## config.mk

```make
export PLATFORM = sky130hd
export DESIGN_NAME = rtc_ts_capture
export DESIGN_NICKNAME = d
export VERILOG_FILES = /design/src/rtl/rtc_ts_capture.sv
export SDC_FILE = /design/constraint.sdc
export NUM_CORES = 1
export LEC_CHECK = 0
export BUFFER_PORTS_ARGS = -buffer_cell sky130_fd_sc_hd__buf_4
export CORE_ASPECT_RATIO = 0.6
export CORE_UTILIZATION = 35
export CTS_BUF_LIST = sky130_fd_sc_hd__clkbuf_2
export DETAILED_ROUTE_END_ITERATION = 12
export GPL_TIMING_DRIVEN = 0
export HOLD_SLACK_MARGIN = 0.05
export SLEW_MARGIN = 15
export SYNTH_ARGS = -nofsm -noshare
export SYNTH_HDL_FRONTEND = slang
export SYNTH_SLANG_ARGS = --single-unit
```

## constraint.sdc

```tcl
create_clock -name clk -period 4.9 [get_ports clk]
set_input_delay 0.735 -clock clk [delete_from_list [all_inputs] [get_ports clk]]
set_output_delay 0.735 -clock clk [all_outputs]
set_load 0.1 [all_outputs]
```

## src/rtl/rtc_ts_capture.sv

```systemverilog
// rtc_ts_capture: captures the RTC time (seconds + ns/fraction) together with a
// caller tag on each rising edge of ts_trig. Entries go into a small
// first-word-fall-through queue. When the queue is full, new events are dropped
// and recorded in a sticky overflow flag and a saturating drop counter.
module rtc_ts_capture #(
    parameter int unsigned DEPTH = 4,
    parameter int unsigned TAG_W = 16
) (
    input  logic                    clk,
    input  logic                    rst,
    input  logic [37:0]             time_reg_ns,
    input  logic [47:0]             time_reg_sec,
    input  logic                    ts_trig,
    input  logic [TAG_W-1:0]        ts_tag,
    input  logic                    q_rd,
    input  logic                    ovf_clr,
    output logic                    q_valid,
    output logic [47:0]             q_sec,
    output logic [37:0]             q_ns,
    output logic [TAG_W-1:0]        q_tag,
    output logic [$clog2(DEPTH):0]  q_cnt,
    output logic                    q_ovf,
    output logic [7:0]              drop_cnt
);

    localparam int unsigned PW       = $clog2(DEPTH);
    localparam logic [PW:0]   FULL_CNT = (PW+1)'(DEPTH);
    localparam logic [PW:0]   CNT_ONE  = (PW+1)'(1);
    localparam logic [PW-1:0] PTR_ONE  = PW'(1);

    logic [47:0]      mem_sec [DEPTH];
    logic [37:0]      mem_ns  [DEPTH];
    logic [TAG_W-1:0] mem_tag [DEPTH];

    logic [PW-1:0] wr_ptr;
    logic [PW-1:0] rd_ptr;
    logic [PW:0]   cnt;
    logic          trig_d;

    logic          cap;
    logic          pop;
    logic          full;
    logic          wr_en;
    logic          drop;

    // Previous ts_trig; reset to 1 so a strobe held high through reset is not an edge.
    always_ff @(posedge clk) begin
        if (rst) begin
            trig_d <= 1'b1;
        end else begin
            trig_d <= ts_trig;
        end
    end

    // Event detection and queue control decisions for this cycle.
    always_comb begin
        cap   = ts_trig & ~trig_d;
        full  = (cnt == FULL_CNT);
        pop   = q_rd & (cnt != '0);
        // A pop on a full queue frees the head slot, which is the slot the new
        // entry lands in (wr_ptr == rd_ptr when full), so both are accepted.
        wr_en = cap & (~full | pop);
        drop  = cap & full & ~pop;
    end

    // Pointer and occupancy bookkeeping; pointers wrap naturally at DEPTH (power of two).
    always_ff @(posedge clk) begin
        if (rst) begin
            wr_ptr <= '0;
            rd_ptr <= '0;
            cnt    <= '0;
        end else begin
            if (wr_en) begin
                wr_ptr <= wr_ptr + PTR_ONE;
            end
            if (pop) begin
                rd_ptr <= rd_ptr + PTR_ONE;
            end
            case ({wr_en, pop})
                2'b10:   cnt <= cnt + CNT_ONE;
                2'b01:   cnt <= cnt - CNT_ONE;
                default: cnt <= cnt;
            endcase
        end
    end

    // Entry storage; seconds, ns and tag are all taken from the capture cycle.
    always_ff @(posedge clk) begin
        if (wr_en) begin
            mem_sec[wr_ptr] <= time_reg_sec;
            mem_ns[wr_ptr]  <= time_reg_ns;
            mem_tag[wr_ptr] <= ts_tag;
        end
    end

    // Sticky overflow (a drop beats a clear) and saturating drop counter.
    always_ff @(posedge clk) begin
        if (rst) begin
            q_ovf    <= 1'b0;
            drop_cnt <= '0;
        end else begin
            if (drop) begin
                q_ovf <= 1'b1;
            end else if (ovf_clr) begin
                q_ovf <= 1'b0;
            end
            if (drop && (drop_cnt != 8'hFF)) begin
                drop_cnt <= drop_cnt + 8'd1;
            end
        end
    end

    // Fall-through head presentation, forced to zero while the queue is empty.
    always_comb begin
        q_valid = (cnt != '0);
        q_cnt   = cnt;
        q_sec   = '0;
        q_ns    = '0;
        q_tag   = '0;
        if (q_valid) begin
            q_sec = mem_sec[rd_ptr];
            q_ns  = mem_ns[rd_ptr];
            q_tag = mem_tag[rd_ptr];
        end
    end

endmodule

```

==> results by group, run 1 <==
Flow run
  • Max-cap violation count: 0

Floorplan
  • Die ar.: 47700 um2
  • Initial core utilization: 36.0%
  • IO Count: 222
  • Core Region: 45500 um2
  • Die height: 170 um
  • Die X: 281 um
  • Row Count: 60

Timing
  • Max-slew violation count: 0
  • RSZ-0062 raised after global routing: no
  • Tcrit/Tclk final: 89.1%
  • Final setup viols: 0
  • Fmax: 229 MHz
  • Slew HR: 39.9%
  • Final min period: 4.37 ns
  • Fin. Hold Viols: 0
  • Final TNS setup: 0 ns
  • Clock Skew: 0.0822 ns
  • Slack of the critical path: 0.534 ns
  • Worst Max-Slew Pin Slew: 0.901 ns

Synthesis
  • Largest family of logic cells by synthesized area: multiplexers
  • Asr flop ratio synth: 0%
  • Yosys top cell by area: edfxtp_1
  • Compound-cell area share of the yosys netlist: 1.09%
  • Yosys cell types: 42
  • Synth top area cells: edfxtp_1, mux4_2, and2_1
  • Area of the mapped netlist: 16400 um2
  • Yosys top cell area share: 74.8%
  • Post-Syn Instances: 762
  • Simple-gate share of the synthesized area: 5.48%
  • EDFF count, synth: 408
  • Top FF cell, synth: edfxtp_1
  • Sequential element share of the synthesized area: 77.2%
  • Mux cell area share after synthesis: 14.2%
  • Syn_nets: 875
  • Synth warn: 0
  • Post-Synth Adder-Cell Area: 0.504%
  • Syn avg cell area: 21.5 um2
  • FF+latch count, synth: 427
  • Synth Area in XOR/XNOR: 0.375%

Place
  • Placer congestion estimate: 0.763
  • Number of buffer cells added on primary ports: 221
  • Dpl ws: 1.08 ns
  • Dpl hpwl: 22.0 mm
  • Placed cells: 1611

Final layout
  • Fillers: 3998
  • Non-Filler Instances: 1900
  • Most frequent cells in the layout: edfxtp_1, buf_4, clkbuf_2
  • Most common cell after layout, fill and taps aside: edfxtp_1
  • Share of layout cells above drive strength 1: 39.7%
  • FF/Latch Area: 12600 um2
  • Area grow syn2layout: 28.2%
  • Final net count: 1314
  • Multi-input gate area: 3550 um2

Run status
  • Status: finished clean

Drt
  • Routed Antenna Nets: 0
  • Initial DRC count: 441
  • Via count: 8842
  • Routed length per instance: 19.0 um
  • WL final: 36.2 mm
  • Via density per instance: 4.65
  • Drt pass-1 iters: 4
  • DRC viols: 0

Worst setup path
  • Reg2reg setup slack: 2.21 ns
  • Worst Path Arrival: 3.63 ns
  • Reg2reg end: mem_ns[3][31]
  • Setup crit end kind: primary output
  • RR Startpoint: trig_d
  • Reg2Reg Depth: 6
  • Crit path kind: reg -> out
  • Req. time, crit path: 4.16 ns
  • Worst-path maximum fanout: 10
  • Crit start category: flop

Global routing
  • Gr usage total: 15.5%
  • Number of antenna violations at the first check in global routing: 2
  • Grt total ovfl: 0
  • Global-route wire length before repair: 55.1 mm
  • Vias in the first global route: 9533
  • Largest net degree at the start of global routing: 46

Hold path
  • Hold Crit Endpoint: mem_sec[2][22]
  • Hold path start: time_reg_sec[22]
  • Hold depth: 2
  • Hold WC Path Type: in -> reg

Clocking
  • Total CTS buffers: 99
  • CTS tree: built
  • CTS max path bufs: 3
  • CTS HTree Levels: 3
  • Clock transition at the registers of the reported paths: 0.12 ns
  • TritonCTS Sinks: 427
  • Root Driver: clkbuf_2
  • Worst-skew pair later-pin latency: 0.98 ns

Power
  • Max IR drop VDD: 0.249 mV
  • Power Density: 402 nW/um2
  • Leakage: 7.28 nW
  • Pwr Total: 8.44 mW
[metrics by stage]
stage,util (%),hold WS [ns],cell area (um2)
floorplan,-,0.485,16400
global placement,41.3,0.461,18800
detailed placement,41.8,0.473,19000
CTS,46.1,0.281,21000
global route,46.1,0.289,21000
finish,46.1,0.481,21000
[metal layers]
metal  GRT usage, %  part of all wire (%)
met1           19.9                    44
met2           25.4                    49
met3           4.49                   5.7
met4           5.06                   1.8
met5              0                     0
[how the worst max path moves through the flow]
| stage | to | slack, ns | depth (start not counted) | start |
|---|---|---|---|---|
| floorplan | mem_ns[1][0] | 0.49 | 4 | q_cnt[0] |
| global placement | mem_sec[0][31] | -1.44 | 5 | ts_trig |
| detailed placement | q_ns[29] | 1.08 | 6 | q_cnt[2] |
| CTS | q_ns[29] | 0.15 | 6 | q_cnt[2] |
| global route | q_ns[28] | 0.08 | 6 | q_cnt[2] |
| finish | q_sec[36] | 0.53 | 6 | q_cnt[2] |
[cells in the mapped netlist, types with 3 or more instances]
| cell type | n |
|---|---|
| buf_2 | 10 |
| inv_1 | 4 |
| xnor2_1 | 3 |
| nand3_1 | 7 |
| clkbuf_1 | 26 |
| nand2_1 | 8 |
| dfxtp_1 | 19 |
| mux4_2 | 102 |
| o21ai_0 | 7 |
| and2_1 | 106 |
| nor2b_1 | 3 |
| ha_1 | 5 |
| edfxtp_1 | 408 |
| nor2_1 | 12 |
| xor2_1 | 4 |
| a21oi_1 | 6 |
[cell families (layout without fill, tap and decap cells)]
group / Yosys count / after routing
AOI/OAI and AO/OA: 25 / 25
adders and majority gates: 6 / 6
other: 0 / 2
buffers and inverters: 44 / 560
muxes: 104 / 104
xor gates and xnor gates: 7 / 7
DFF: 427 / 427
and+or+nand+nor: 149 / 149
[state kept, by name, summed over array words and instances, names as in the netlist, named ones only]
signal    count
trig_d        1
q_cnt         3
q_ovf         1
rd_ptr        2
drop_cnt      8
wr_ptr        2
mem_sec     192
mem_ns      152
mem_tag      64
[final cells by class]
| type | instances | share of cell area (%) |
|---|---|---|
| plain buffers | 40 | 0.894 |
| flip-flops and latches | 427 | 60.2 |
| repair buffers | 338 | 14.0 |
| multi-input cells | 291 | 16.9 |
| clock buffers | 143 | 3.41 |
| clock inverters | 35 | 0.799 |
| inverters | 4 | 0.0715 |
| diodes | 2 | 0.0238 |
| well taps | 620 | 3.70 |
[what timing repair did]
action                                  4_1_cts  5_1_grt
hold endpoints to repair                    418        0
gates resized for setup                       1        0
hold buffers                                109        0
buffers inserted                              0        0
endpoints found under the setup margin       46        0
[report_power, final]
group / switching, mW / total [mW] / leakage (nW) / internal (mW)
clock: 1.40 / 2.21 / 0.667 / 0.802
combinational: 1.58 / 2.18 / 2.77 / 0.600
sequential: 0.0156 / 4.05 / 3.84 / 4.04
[worst max-delay path, cell delays in order (launching register included)]
cell,delay [ns]
dfxtp_1,0.51
or3_2,0.18
clkbuf_1,0.50
clkbuf_2,0.47
clkbuf_1,0.42
and2_1,0.25
buf_4,0.30
No activity file was read; power rests on OpenSTA's default activity.
==> inputs of run 2 (changes only) <==
==> constraint.sdc (replaced) <==
create_clock -name clk -period 4.9 [get_ports clk]
set_input_delay 0.98 -clock clk [delete_from_list [all_inputs] [get_ports clk]]
set_output_delay 0.98 -clock clk [all_outputs]
set_load 0.1 [all_outputs]
==> results by group, run 2 (synthesis results as in run 1) <==
Drt
  • Routed length per instance: 19.2 um (was 19.0 um)
  • DRC viols: 0 (unchanged)
  • Initial DRC count: 446 (was 441)
  • Via count: 8690 (was 8842)
  • Via density per instance: 4.65 (about the same)
  • Drt pass-1 iters: 4 (unchanged)
  • WL final: 35.9 mm (was 36.2 mm)
  • Routed Antenna Nets: 0 (unchanged)

Hold path
  • Hold WC Path Type: in -> reg (unchanged)
  • Hold Crit Endpoint: mem_tag[0][1] (was mem_sec[2][22])
  • Hold path start: ts_tag[1] (was time_reg_sec[22])
  • Hold depth: 1 (was 2)

Clocking
  • Total CTS buffers: 99 (unchanged)
  • Worst-skew pair later-pin latency: 0.98 ns (about the same)
  • Root Driver: clkbuf_2 (unchanged)
  • Clock transition at the registers of the reported paths: 0.11 ns (was 0.12 ns)
  • Number of post-CTS setup repair buffers: 0 (unchanged)
  • CTS max path bufs: 3 (unchanged)
  • CTS HTree Levels: 3 (unchanged)
  • TritonCTS Sinks: 427 (unchanged)
  • CTS tree: built (unchanged)

Final layout
  • Top reg by flops: mem_sec (unchanged)
  • Multi-input gate area: 3550 um2 (unchanged)
  • Largest register FFs: 192 (unchanged)
  • Most frequent cells in the layout: edfxtp_1, buf_4, clkbuf_2 (unchanged)
  • Fillers: 4029 (was 3998)
  • Fin area: 20700 um2 (was 21000 um2)
  • Area grow syn2layout: 26.3% (was 28.2%)
  • Most common cell after layout, fill and taps aside: edfxtp_1 (unchanged)
  • Final net count: 1283 (was 1314)
  • Top flop regs: mem_sec: 192 flops, mem_ns: 152 flops, mem_tag: 64 flops (unchanged)
  • FF/Latch Area: 12600 um2 (unchanged)
  • Share of layout cells above drive strength 1: 40.7% (was 39.7%)
  • Non-Filler Instances: 1869 (was 1900)

Timing
  • Final TNS setup: 0 ns (unchanged)
  • Fin. Hold Viols: 0 (unchanged)
  • Fmax: 223 MHz (was 229 MHz)
  • RSZ-0062 raised after global routing: no (unchanged)
  • Slew HR: 35.4% (was 39.9%)
  • Tcrit/Tclk final: 91.4% (was 89.1%)
  • Max-slew violation count: 0 (unchanged)
  • Worst Max-Slew Pin Slew: 0.970 ns (was 0.901 ns)
  • Final min period: 4.48 ns (was 4.37 ns)
  • Clock Skew: 0.0804 ns (was 0.0822 ns)
  • Final setup viols: 0 (unchanged)
  • Hold WS: 0.192 ns (was 0.481 ns)

Global routing
  • Global-route wire length before repair: 54.4 mm (was 55.1 mm)
  • Busiest layer in global routing: met2 (unchanged)
  • Met1 Resource Use GR: 19.7% (was 19.9%)
  • Gr usage total: 15.3% (was 15.5%)
  • Number of antenna violations at the first check in global routing: 2 (unchanged)
  • GR Util met3: 4.43% (was 4.49%)
  • Grt total ovfl: 0 (unchanged)
  • GR Util met2: 24.9% (was 25.4%)
  • Vias in the first global route: 9340 (was 9533)
  • Largest net degree at the start of global routing: 46 (unchanged)

Floorplan
  • Row Count: 60 (unchanged)
  • Die ar.: 47700 um2 (unchanged)
  • Die X: 281 um (unchanged)
  • Die height: 170 um (unchanged)
  • Initial core utilization: 36.0% (unchanged)
  • Core Region: 45500 um2 (unchanged)
  • IO Count: 222 (unchanged)

Worst setup path
  • RR Startpoint: trig_d (unchanged)
  • Crit start category: flop (unchanged)
  • Reg2reg setup slack: 2.22 ns (was 2.21 ns)
  • Worst-path maximum fanout: 10 (unchanged)
  • Req. time, crit path: 3.92 ns (was 4.16 ns)
  • Worst Path Arrival: 3.50 ns (was 3.63 ns)
  • Crit path kind: reg -> out (unchanged)
  • Reg2Reg Depth: 6 (unchanged)
  • Reg2reg end: mem_sec[3][39] (was mem_ns[3][31])
  • Setup crit end kind: primary output (unchanged)

Place
  • Dpl hpwl: 22.0 mm (unchanged)
  • Placed cells: 1611 (unchanged)
  • Placed inst area: 19000 um2 (unchanged)
  • Number of buffer cells added on primary ports: 221 (unchanged)
  • Placer congestion estimate: 0.763 (unchanged)

Power
  • Max IR drop VDD: 0.249 mV (about the same)
  • Power Density: 407 nW/um2 (was 402 nW/um2)
  • Pwr Total: 8.42 mW (was 8.44 mW)
  • Leakage: 7.15 nW (was 7.28 nW)

Run status
  • Status: finished clean (unchanged)

Flow run
  • Max-cap violation count: 0 (unchanged)
==> run 2: changes by cell type in the layout (fill, tap and decap cells not counted), sizes merged <==
cell	previous run	this run
dlygate4sd3	109	79
clkbuf	169	168
==> run 2: what timing repair did <==
| action | 4_1_cts | 5_1_grt |
|---|---|---|
| resized for setup | 1 | 0 |
| hold endpoints to repair | 240 | 14 |
| endpoints found under the setup margin | 50 | 0 |
| hold buffers | 73 | 6 |
==> run 2: worst max-delay path by stage <==
stage / from / end / slack [ns] / depth (start not counted)
3_5_place_dp: q_cnt[2] / q_ns[29] / 0.84 / 6
2_1_floorplan: q_cnt[0] / mem_ns[1][0] / 0.49 / 4
5_1_grt: flop / q_ns[28] / 0.09 / 5
3_3_place_gp: ts_trig / mem_sec[0][31] / -1.69 / 5
4_1_cts: flop / q_sec[23] / 0.14 / 5
6_report: flop / q_sec[23] / 0.42 / 5
==> run 2: per-layer routing <==
metal  vias to the layer above  part of all wire [%]
li1                       3972                     -
met2                       243                    49
met3                        60                   6.1
met4                         0                   2.0
met1                      4415                    43
met5                         -                     0
==> run 2: per-stage QoR <==
step                util (%)  setup WS [ns]
detailed placement      41.8          0.837
floorplan                  -          0.486
finish                  45.5          0.422
CTS                     45.3          0.140
global placement        41.3          -1.69
global route            45.5         0.0925
==> run 2: worst max-delay path: stages (launching register included) <==
cell and delay [ns]:
dfxtp_1 0.35, clkbuf_1 0.73, clkbuf_1 0.60, mux4_2 0.40, and2_1 0.21, buf_4 0.24
==> run 2: layout make-up <==
type | instances | area share (%)
Multi-Input combinational cell | 291 | 17.1
Antenna cell | 2 | 0.0242
Inverter | 4 | 0.0726
Tap cell | 620 | 3.75
Timing Repair Buffer | 308 | 12.8
Buffer | 39 | 0.889
Sequential cell | 427 | 61.1
Clock inverter | 35 | 0.811
Clock buffer | 143 | 3.46
==> run 2: power by group <==
part,switching (mW),internal [mW],total [mW]
Sequential,0.0155,4.04,4.05
Clock,1.40,0.802,2.20
Combinational,1.57,0.585,2.16
